[config.mk]
export PLATFORM = sky130hd
export DESIGN_NAME = rtc_snapshot_writer_flat
export DESIGN_NICKNAME = d
export VERILOG_FILES = /design/src/rtl/rtc_snapshot_writer_if.sv /design/src/rtl/rtc_snapshot_writer.sv /design/src/flat_wrapper.sv
export SDC_FILE = /design/constraint.sdc
export NUM_CORES = 1
export LEC_CHECK = 0
export ABC_CLOCK_PERIOD_IN_PS = 3500
export BUFFER_PORTS_ARGS = -buffer_cell sky130_fd_sc_hd__clkbuf_2
export CAP_MARGIN = 20
export CORE_MARGIN = 10
export CORE_UTILIZATION = 42
export CTS_CLUSTER_DIAMETER = 150
export DETAILED_ROUTE_END_ITERATION = 16
export SLEW_MARGIN = 25
export SYNTH_ARGS = -nofsm -noshare
export SYNTH_HDL_FRONTEND = slang
export SYNTH_SLANG_ARGS = --single-unit
[constraint.sdc]
create_clock -name clk -period 3.5 [get_ports clk]
set_clock_uncertainty 0.2 [all_clocks]
set_input_delay 0.35 -clock clk [delete_from_list [all_inputs] [get_ports clk]]
set_output_delay 0.35 -clock clk [all_outputs]
set_load 0.005 [all_outputs]
[src/rtl/rtc_snapshot_writer_if.sv]
// Memory write port of the RTC snapshot writer.
// Handshake: mem_we is the valid; a word transfers on every rising edge
// where mem_we && mem_ready. While mem_we is high and mem_ready is low, the
// master holds mem_addr and mem_data stable. The master never withdraws a
// request before it transfers, except under reset.
interface rtc_snapshot_writer_if #(
    parameter int ADDR_W = 4,
    parameter int DATA_W = 8
);
    logic [ADDR_W-1:0] mem_addr;
    logic [DATA_W-1:0] mem_data;
    logic              mem_we;
    logic              mem_ready;

    // Snapshot writer side: drives the request and samples the acceptance.
    modport master (
        output mem_addr,
        output mem_data,
        output mem_we,
        input  mem_ready
    );

    // Register-file memory side.
    modport slave (
        input  mem_addr,
        input  mem_data,
        input  mem_we,
        output mem_ready
    );
endinterface

[src/rtl/rtc_snapshot_writer.sv]
// RTC snapshot writer.
// On each tick it captures a coherent snapshot of NUM_FIELDS packed BCD
// fields. It then sweeps them into the time register memory over the write
// port, writing either every field or only the fields whose value differs
// from the value last written. One tick that arrives mid-sweep is held as
// pending and recaptured after the sweep. A further tick is dropped and
// flagged in the sticky overrun bit.
module rtc_snapshot_writer #(
    parameter int NUM_FIELDS = 6,
    parameter int DATA_W     = 8,
    parameter int ADDR_W     = 4,
    parameter int BASE_ADDR  = 0
) (
    input  logic                         clk,
    input  logic                         rst_n,
    input  logic [NUM_FIELDS*DATA_W-1:0] fields_in,
    input  logic                         tick,
    input  logic                         mode,
    rtc_snapshot_writer_if.master        mem,
    output logic                         busy,
    output logic                         done,
    output logic                         overrun,
    input  logic                         clr_ovr,
    output logic [1:0]                   state_dbg
);

    localparam int IDX_W = (NUM_FIELDS > 1) ? $clog2(NUM_FIELDS) : 1;
    localparam logic [IDX_W-1:0]  LAST_IDX = IDX_W'(NUM_FIELDS - 1);
    localparam logic [ADDR_W-1:0] BASE     = ADDR_W'(BASE_ADDR);

    typedef enum logic [1:0] {
        IDLE = 2'd0,
        SCAN = 2'd1,
        WAIT = 2'd2,
        DONE = 2'd3
    } state_t;

    state_t            state;
    state_t            state_nxt;
    logic [IDX_W-1:0]  idx;
    logic              pending;
    logic              overrun_q;
    logic [DATA_W-1:0] snap [NUM_FIELDS];
    logic [DATA_W-1:0] last [NUM_FIELDS];
    logic [NUM_FIELDS-1:0] seen;
    logic [NUM_FIELDS-1:0] dirty;

    logic capture;
    logic xfer;
    logic at_last;
    logic in_sweep;

    // A capture happens only from IDLE. A pending tick is taken here even
    // when no new tick is present.
    assign capture  = (state == IDLE) && (tick || pending);
    assign xfer     = (state == WAIT) && mem.mem_ready;
    assign at_last  = (idx == LAST_IDX);
    assign in_sweep = (state != IDLE);

    // State register; reset abandons any sweep in progress.
    always_ff @(posedge clk or negedge rst_n) begin
        if (!rst_n) begin
            state <= IDLE;
        end else begin
            state <= state_nxt;
        end
    end

    // Next-state logic: one index per SCAN cycle, WAIT holds until accepted.
    always_comb begin
        state_nxt = state;
        case (state)
            IDLE: begin
                if (capture) begin
                    state_nxt = SCAN;
                end
            end
            SCAN: begin
                if (dirty[idx]) begin
                    state_nxt = WAIT;
                end else if (at_last) begin
                    state_nxt = DONE;
                end else begin
                    state_nxt = SCAN;
                end
            end
            WAIT: begin
                if (mem.mem_ready) begin
                    state_nxt = at_last ? DONE : SCAN;
                end
            end
            DONE: begin
                state_nxt = IDLE;
            end
            default: begin
                state_nxt = IDLE;
            end
        endcase
    end

    // Field index: restarts at capture, advances past clean or retired fields.
    // It stops at the last field rather than wrapping.
    always_ff @(posedge clk or negedge rst_n) begin
        if (!rst_n) begin
            idx <= '0;
        end else if (capture) begin
            idx <= '0;
        end else if ((state == SCAN) && !dirty[idx] && !at_last) begin
            idx <= idx + 1'b1;
        end else if (xfer && !at_last) begin
            idx <= idx + 1'b1;
        end
    end

    // Snapshot and dirty mask are taken together at capture. They stay
    // frozen for the whole sweep, so later fields_in changes cannot leak
    // into memory.
    always_ff @(posedge clk or negedge rst_n) begin
        if (!rst_n) begin
            for (int i = 0; i < NUM_FIELDS; i++) begin
                snap[i] <= '0;
            end
            dirty <= '0;
        end else if (capture) begin
            for (int i = 0; i < NUM_FIELDS; i++) begin
                snap[i]  <= fields_in[i*DATA_W +: DATA_W];
                dirty[i] <= !mode || !seen[i] ||
                            (fields_in[i*DATA_W +: DATA_W] != last[i]);
            end
        end
    end

    // Record what memory now holds, and only on an accepted transfer.
    // An abandoned write therefore still counts as unwritten.
    always_ff @(posedge clk or negedge rst_n) begin
        if (!rst_n) begin
            for (int i = 0; i < NUM_FIELDS; i++) begin
                last[i] <= '0;
            end
            seen <= '0;
        end else if (xfer) begin
            last[idx] <= snap[idx];
            seen[idx] <= 1'b1;
        end
    end

    // One-deep tick buffer. It is consumed by the capture in IDLE and armed
    // by a tick that arrives while a sweep is running.
    always_ff @(posedge clk or negedge rst_n) begin
        if (!rst_n) begin
            pending <= 1'b0;
        end else if (capture) begin
            pending <= 1'b0;
        end else if (in_sweep && tick && !pending) begin
            pending <= 1'b1;
        end
    end

    // Sticky overrun: a tick lost to a full buffer wins over a clear in the
    // same cycle.
    always_ff @(posedge clk or negedge rst_n) begin
        if (!rst_n) begin
            overrun_q <= 1'b0;
        end else if (in_sweep && tick && pending) begin
            overrun_q <= 1'b1;
        end else if (clr_ovr) begin
            overrun_q <= 1'b0;
        end
    end

    // Outputs decoded from state. The write port is driven only in WAIT and
    // reads as zero elsewhere, so reset clears the request immediately.
    always_comb begin
        mem.mem_we   = 1'b0;
        mem.mem_addr = '0;
        mem.mem_data = '0;
        if (state == WAIT) begin
            mem.mem_we   = 1'b1;
            mem.mem_addr = BASE + ADDR_W'(idx);
            mem.mem_data = snap[idx];
        end
    end

    assign busy      = in_sweep;
    assign done      = (state == DONE);
    assign overrun   = overrun_q;
    assign state_dbg = state;

endmodule
[src/flat_wrapper.sv]
// flat-port wrapper written by rule: the top's interface ports become plain ports
module rtc_snapshot_writer_flat 
#(
    parameter int NUM_FIELDS = 6,
    parameter int DATA_W     = 8,
    parameter int ADDR_W     = 4,
    parameter int BASE_ADDR  = 0
)
  (clk, rst_n, fields_in, tick, mode, busy, done, overrun, clr_ovr, state_dbg, mem_mem_addr, mem_mem_data, mem_mem_we, mem_mem_ready);
  rtc_snapshot_writer_if #(.ADDR_W(ADDR_W), .DATA_W(DATA_W)) mem_i ();
  input  logic clk;
  input  logic rst_n;
  input  logic [NUM_FIELDS*DATA_W-1:0] fields_in;
  input  logic tick;
  input  logic mode;
  output logic busy;
  output logic done;
  output logic overrun;
  input  logic clr_ovr;
  output logic [1:0] state_dbg;
  output wire logic [$bits(mem_i.mem_addr)-1:0] mem_mem_addr;
  output wire logic [$bits(mem_i.mem_data)-1:0] mem_mem_data;
  output wire logic [$bits(mem_i.mem_we)-1:0] mem_mem_we;
  input wire logic [$bits(mem_i.mem_ready)-1:0] mem_mem_ready;
  assign mem_mem_addr = mem_i.mem_addr;
  assign mem_mem_data = mem_i.mem_data;
  assign mem_mem_we = mem_i.mem_we;
  assign mem_i.mem_ready = mem_mem_ready;
  rtc_snapshot_writer #(.NUM_FIELDS(NUM_FIELDS), .DATA_W(DATA_W), .ADDR_W(ADDR_W), .BASE_ADDR(BASE_ADDR)) u_core (.clk(clk), .rst_n(rst_n), .fields_in(fields_in), .tick(tick), .mode(mode), .mem(mem_i), .busy(busy), .done(done), .overrun(overrun), .clr_ovr(clr_ovr), .state_dbg(state_dbg));
endmodule
==> summary.md, run 1 <==
| Metric | Value |
|---|---|
| Status | `complete, no violations` |
| Routed WL per cell | `about 19 microns` |
| CP startpoint kind | `flip-flop` |
| VDD IR max | `~400 uV` |
| Ys flop type | `dfrtp_1` |
| Detailed placement HPWL | `11200 microns` |
| Starting Density | `0.433` |
| Post-cts resize count | `0` |
| Slowest CP cell | `dfrtp_1` |
| Slew @ Worst Pin | `992 ps` |
| Synth-to-Final Area Change | `30.1%` |
| Clk buf depth | `2` |
| Post-Route Setup TNS | `0 ps` |
| Synth warnings | `0` |
| Remaining Overflow, GRT | `0` |
| Final setup viols | `0` |
| GRT Util Overall | `0.187` |
| Syn Nets | `between 600 and 700` |
| DP Cell Count | `792` |
| Post-route ant nets | `0` |
| CP Data Arrival Time | `around 2700 ps` |
| Required @ worst endpoint | `between 2000 and 3000 ps` |
| Number of synthesized flops with an enable pin | `0` |
| R2R depth | `3` |
| Commonest non-fill, non-tap cell in the layout | `nand2_1` |
| Relative slew slack | `0.339` |
| Rows | `between 40 and 50` |
| FILL cells | `1104` |
| Min Hold Slack | `around 34 ps` |
| Layout cells sized above 1 | `0.201` |
| Setup CP Type | `flip-flop to output pin` |
| H-tree depth | `4` |
| Die Wd | `roughly 130 microns` |
| FF+latch count, synth | `115` |
| Total core area | `12800 sq um` |
| GR Util met3 | `0.0512` |
| Synth unique cells | `53` |
| Maximum fanout along the worst path | `26` |
| Met1 usage | `0.245` |
| I/O Pins | `between 70 and 80` |
| Final Hold Fails | `0` |
| Power consumption | `between 6 and 7 mW` |
| Highest cell delay on the worst timing path | `about 990 ps` |
| Fmax | `~300 MHz` |
| Synth async-reset ratio | `1.00` |
| Routed vias/inst | `slightly above 5` |
| Fin cells | `around 880` |
| Die ar. | `between 15000 and 20000 sq um` |
| First-pass GRT wire length | `25800 microns` |
| Residual DRC | `0` |
| Port bufs | `70` |
| Min-Delay Path Class | `input port to flip-flop` |
| Postcts setup bufs | `0` |
| Power Density | `~900 nW/um^2` |
| Vias post-DR | `around 4.5k` |
| Hold_buf cts | `50` |
| Worst-Skew Late Latency | `430 ps` |
| Clock slew at reported path FFs | `50 ps` |
| Die Height | `135 microns` |
| CTS root buf | `clkbuf_16` |
| Hold depth | `3` |
| Fin. max-slew vios | `0` |
| CP Capture Type | `output pin` |
| Final min period | `3260 ps` |
| Avg Cell Area, Syn | `approximately 10 sq um` |
| Grt peak-use layer | `met2` |
| CTS tree | `yes` |
| Final nets | `745` |
| M2 GR Usage | `0.290` |
| Number of global-route vias before repair | `between 4k and 5k` |
| Gate Count Post-Synth | `566` |
| Largest net degree at the start of global routing | `62` |
| DR iter-0 viols | `approximately 260` |
| Part of the cycle the worst path needs | `0.930` |
| Worst-path cell chain | `nor2b_1 > a22o_1 > a221oi_4 > nor2_1 > clkbuf_2` |
| Most frequent cells in the layout | `180 x nand2_1, 114 x dfrtp_1, 69 x clkbuf_2, 50 x dlygate4sd3_1, 39 x xnor2_1` |
| Mapped Area | `between 5000 and 6000 sq um` |
| Initial antenna violation count | `2` |
| Num CTS Buffers | `17` |
| Final WL | `about 16000 microns` |
| Placer Congestion | `0.862` |
| Leakage | `around 3.4 nW` |
| Sequential element share of the synthesized area | `0.520` |
| Clock sink count | `115` |
| Max cap viols | `0` |
| Pre-antenna DRT Iters | `5` |
| RSZ-0062 raised after global routing | `no` |
[power by group]
part           switching (mW)  leakage, nW  internal (mW)  total [mW]
Sequential              0.521         1.45           1.87        2.39
Combinational            1.29         1.65          0.895        2.19
Clock                   0.599        0.303           1.26        1.86
Total                    2.41         3.40           4.02        6.44
[sequential cells by signal, indices dropped and copies added (netlist names)]
register,flops
u_core.last,48
u_core.snap,48
u_core.dirty,6
u_core.seen,6
u_core.idx,3
u_core.state_dbg,2
u_core.overrun,1
u_core.pending,1
[synth_stat cells (all sizes together), types with 2 or more instances]
cell | count | area, sq um
nor2b | 3 | 18.8
buf | 19 | 129
nor4 | 4 | 40.0
nor2 | 22 | 82.6
and3 | 3 | 18.8
nand4 | 7 | 43.8
a31oi | 3 | 18.8
dfrtp | 115 | 2880
a22oi | 4 | 30.0
nand3b | 2 | 18.8
nand2 | 180 | 676
inv | 7 | 26.3
nor3 | 4 | 25.0
clkbuf | 8 | 30.0
a21oi | 9 | 56.3
mux2 | 23 | 259
xor2 | 9 | 78.8
mux2i | 16 | 160
nand2b | 11 | 68.8
ha | 2 | 25.0
o21ai | 34 | 170
a22o | 2 | 17.5
nand3 | 13 | 75.1
and2 | 6 | 37.5
xnor2 | 39 | 342
o22ai | 5 | 37.5
or2 | 2 | 12.5
[stage by stage]
stage          worst slack [ps]  instance area (sq um)  utilization
6_report                    243                   7200        0.563
5_1_grt                    67.8                   7200        0.563
4_1_cts                     237                   7190        0.563
3_5_place_dp                692                   6050        0.474
3_3_place_gp                742                   6050        0.474
2_1_floorplan              1460                   5530            -
[path summary, 6_finish.rpt]
path | start | end | slack (ps)
max | u_core.idx[1] | mem_mem_data[7] | 240
min | tick | u_core.overrun | 30
max reg2reg | u_core.idx[1] | u_core.last[21] | 840
min reg2reg | u_core.seen[4] | u_core.seen[4] | 260
max in group asynchronous | rst_n | u_core.last[44] | 1990
min in group asynchronous | rst_n | u_core.last[18] | 320
[cells by family after synthesis]
logic type      synth area share
mux                       0.0798
xor+xnor                  0.0760
flops                      0.520
simple gates               0.207
buf+inv                   0.0335
other cells             0.000678
fa+ha+maj                0.00452
compound gates            0.0778
[critical path: cells and delay by family (launching register included)]
family	cells	cell delay (ps)
AOI/OAI and AO/OA	2	840
buffers and inverters	1	150
DFF	1	990
and+or+nand+nor	2	300
[layer usage]
metal / wire (microns) / share of wire
met1: 7410 / 0.46
met2: 7590 / 0.47
met3: 1040 / 0.064
met4: 226 / 0.014
met5: 0 / 0
[area by class of cell]
type                            instances  area, sq um  area share
Sequential cell                       115         2880       0.400
Multi-Input combinational cell        417         2490       0.345
Timing Repair Buffer                  131          948       0.132
Clock buffer                           24          492      0.0683
Tap cell                              172          215      0.0299
Clock inverter                          8          148      0.0205
Inverter                                7         26.3     0.00365
Antenna cell                            1         2.50    0.000348
Note: power is estimated with default switching activity, not from simulation.
==> run 2: changes to the inputs <==
--- a/config.mk
+++ b/config.mk
@@ -5,8 +5,9 @@
 export SDC_FILE = /design/constraint.sdc
 export NUM_CORES = 1
 export LEC_CHECK = 0
+export ABC_AREA = 1
 export ABC_CLOCK_PERIOD_IN_PS = 3500
-export BUFFER_PORTS_ARGS = -buffer_cell sky130_fd_sc_hd__clkbuf_2
+export BUFFER_PORTS_ARGS = -buffer_cell sky130_fd_sc_hd__buf_2
 export CAP_MARGIN = 20
 export CORE_MARGIN = 10
 export CORE_UTILIZATION = 42
==> run 2 against run 1 <==
Power shrank 12%; clock power decreased by 11%; largest cell class unchanged; sequential share of layout area increased by 1.8 points; cell count is 12% higher; sequential power decreased by 11%; area after synthesis up 1.2%; critical path type unchanged; synthesized cell count up 24%; setup slack improved by 37 ps.
==> summary.md, run 2 <==
| Metric | Value |
|---|---|
| Status | `complete, no violations` |
| Synth async-reset ratio | `1.00 (unchanged)` |
| FF-to-FF setup slack | `1080 ps (+240 ps)` |
| Internal power | `3.48 mW (-14%)` |
| Synth top area share | `0.514 (-0.00616)` |
| Multi-input logic area | `2290 sq um (-8.0%)` |
| Avg Cell Area, Syn | `7.96 sq um (-19%)` |
| Layout cells sized above 1 | `0.162 (-0.0385)` |
| Maximum fanout along the worst path | `9 (-65%)` |
| RSZ-0062 raised after global routing | `no` |
| Worst-path cell chain | `inv_2 > nand2_1 > nor2_1 > a22oi_1 > a21oi_1 > buf_2` |
| Relative slew slack | `0.286 (-0.0525)` |
| Final Hold Fails | `0 (unchanged)` |
| Synth top area cells | `dfrtp_1 51%, nand2_1 16%, o21ai_0 5.3%, inv_1 5.0%, nor2_1 4.1%` |
| Sequential Power Share | `0.376 (+0.005)` |
| Fmax | `311 MHz (+1.2%)` |
| Placer Congestion | `0.918 (+6.5%)` |
| Num CTS Buffers | `17 (unchanged)` |
| Power consumption | `5.67 mW (-12%)` |
| Placed cell area | `6080 sq um (+0.43%)` |
| Pre-antenna DRT Iters | `5 (unchanged)` |
| Port bufs | `70 (unchanged)` |
| Remaining Overflow, GRT | `0 (unchanged)` |
| Mapped Area | `5600 sq um (+1.2%)` |
| Synth-to-Final Area Change | `22.9%` |
| Power Density | `824 nW/um^2 (-7.9%)` |
| Hold depth | `3 (unchanged)` |
| Starting Density | `0.426 (-0.00695)` |
| H-tree depth | `4 (unchanged)` |
| Clock Power Share | `0.293 (+0.004)` |
| Worst Slack Setup Final | `281 ps (+37.2 ps)` |
| CP Capture Type | `output pin` |
| FILL cells | `1275 (+15%)` |
| Setup WS pre-CTS | `734 ps (+42.1 ps)` |
| Clock slew at reported path FFs | `50 ps (about the same)` |
| CP Data Arrival Time | `2670 ps (-40 ps)` |
| Largest net degree at the start of global routing | `71 (+15%)` |
| Fin. max-slew vios | `0 (unchanged)` |
| Slowest CP cell | `a22oi_1` |
| Final nets | `853 (+14%)` |
| Die ar. | `18300 sq um (+1.0%)` |
| Routed WL per cell | `17.0 microns (-8.8%)` |
| Required @ worst endpoint | `2950 ps (about the same)` |
| I/O Pins | `72 (unchanged)` |
| Most instantiated cells after synthesis | `239 x nand2_1, 115 x dfrtp_1, 75 x inv_1` |
| VDD IR max | `382 uV (-5.9%)` |
| Final min period | `3220 ps (-37.2 ps)` |
| Detailed placement HPWL | `11800 microns (+5.3%)` |
| Post-Route Setup TNS | `0 ps (unchanged)` |
| Worst Hold Path EP | `u_core.snap[42]` |
| Top cell type by total area after synthesis | `dfrtp_1` |
| Final setup viols | `0 (unchanged)` |
| Initial antenna violation count | `0 (-2)` |
| DP Cell Count | `930 (+17%)` |
| Clock sink count | `115 (unchanged)` |
| Hold_sp | `fields_in[2]` |
| Antenna Cells | `0 (-1)` |
| CP startpoint kind | `flip-flop` |
| Min-Delay Path Class | `input port to flip-flop` |
| Reg2reg start | `u_core.idx[1]` |
| CTS tree | `yes` |
| Combinational power share | `0.331 (-0.009)` |
| Rows | `42 (+2.4%)` |
| Setup CP Type | `flip-flop to output pin` |
| Sequential element share of the synthesized area | `0.514 (-0.00616)` |
| R2R depth | `5 (+2)` |
| Routed vias/inst | `5.05 (-1.3%)` |
| Highest cell delay on the worst timing path | `890 ps (-100 ps)` |
| GRT Util Overall | `0.189 (+0.00203)` |
| Slew @ Worst Pin | `1070 ps (+78.7 ps)` |
| Max cap viols | `0 (unchanged)` |
| Finished layout cell area | `6880 sq um (-4.4%)` |
| Residual DRC | `0 (unchanged)` |
| Die Height | `135 microns (+0.51%)` |
| Part of the cycle the worst path needs | `0.920 (-0.0106)` |
| Number of global-route vias before repair | `5025 (+10%)` |
| Gate Count Post-Synth | `703 (+24%)` |
| Switch Pwr | `2.19 mW (-9.4%)` |
| Post-route ant nets | `0 (unchanged)` |
| Count leader, synth | `nand2_1` |
| Ys flop type | `dfrtp_1` |
| FF+latch count, synth | `115 (unchanged)` |
| Min Hold Slack | `16.5 ps (-17.3 ps)` |
| Post-cts resize count | `0 (unchanged)` |
| Total core area | `13100 sq um (+2.9%)` |
| Flip-flop and latch area | `2880 sq um (about the same)` |
| Die Wd | `135 microns (+0.51%)` |
| Synth unique cells | `32 (-40%)` |
| Number of synthesized flops with an enable pin | `0 (unchanged)` |
| Leakage | `3.52 nW (+3.5%)` |
| Most frequent cells in the layout | `239 x nand2_1, 115 x dfrtp_1, 75 x inv_1, 69 x buf_2, 61 x nor2_1` |
| Reg2reg end | `u_core.last[32]` |
| Synth warnings | `0 (unchanged)` |
| Fin cells | `983 (+12%)` |
| Sw frac | `0.386 (+0.0111)` |
| Commonest non-fill, non-tap cell in the layout | `nand2_1` |
| Clk buf depth | `2 (unchanged)` |
| CTS root buf | `clkbuf_16` |
| Worst-Skew Late Latency | `410 ps (-20 ps)` |
| DR iter-0 viols | `403 (+54%)` |
| Finished Core Util | `0.524 (-0.0399)` |
| Largest regs | `u_core.last (48), u_core.snap (48)` |
| Syn Nets | `759 (+22%)` |
| First-pass GRT wire length | `27000 microns (+4.4%)` |
| Vias post-DR | `4961 (+11%)` |
| Final WL | `16700 microns (+2.5%)` |
run 2: worst max-delay path: cells and delay by family (launching register included):
family,cells,cell delay [ps]
buffers and inverters,2,290
AND/OR/NAND/NOR,2,280
flip-flops,1,550
AO/OA/AOI/OAI,2,1140
run 2: cells by family after synthesis:
logic type	count (synthesis)	share of synthesized area
other cells	1	0.000670
xor+xnor	16	0.0250
buf+inv	104	0.0773
simple gates	354	0.269
compound gates	111	0.109
flops	115	0.514
fa+ha+maj	2	0.00447
run 2: power by group through the flow:
| stage | Combinational [mW] | Sequential (mW) | Clock (mW) |
|---|---|---|---|
| finish | 1.88 | 2.13 | 1.66 |
| detailed placement | 1.86 | 2.14 | 0 |
| global placement | 1.80 | 2.13 | 0 |
| floorplan | 1.25 | 2.03 | 0 |
| CTS | 1.89 | 2.12 | 1.68 |
| global route | 2.12 | 2.19 | 1.75 |
run 2: routing by layer:
layer,wire length [microns],up-vias,track usage
li1,-,2414,-
met1,7460,2368,0.246
met2,7910,158,0.303
met3,1040,21,0.0449
met4,260,0,0.0628
met5,0,-,0
run 2: repair_timing:
item / CTS / global route
buffers inserted: 0 / 0
hold buffers: 24 / 0
endpoints found under the hold margin: 68 / 0
run 2: worst max-delay path by stage:
stage	startpoint	to	slack, ps	cells after the start
6_report	u_core.idx[1]	mem_mem_data[0]	280	6
5_1_grt	u_core.idx[1]	mem_mem_data[0]	210	6
4_1_cts	u_core.idx[1]	mem_mem_data[0]	280	6
3_5_place_dp	u_core.idx[1]	mem_mem_data[0]	730	6
3_3_place_gp	u_core.idx[1]	mem_mem_data[0]	720	6
2_1_floorplan	u_core.idx[0]	mem_mem_data[1]	1670	7
run 2: layout make-up:
class	instances	share of cell area
clock buffers	23	0.0695
inverters	83	0.0457
clock inverters	6	0.0116
multi-input cells	484	0.333
well taps	176	0.0320
flip-flops and latches	115	0.418
repair buffers	96	0.0902
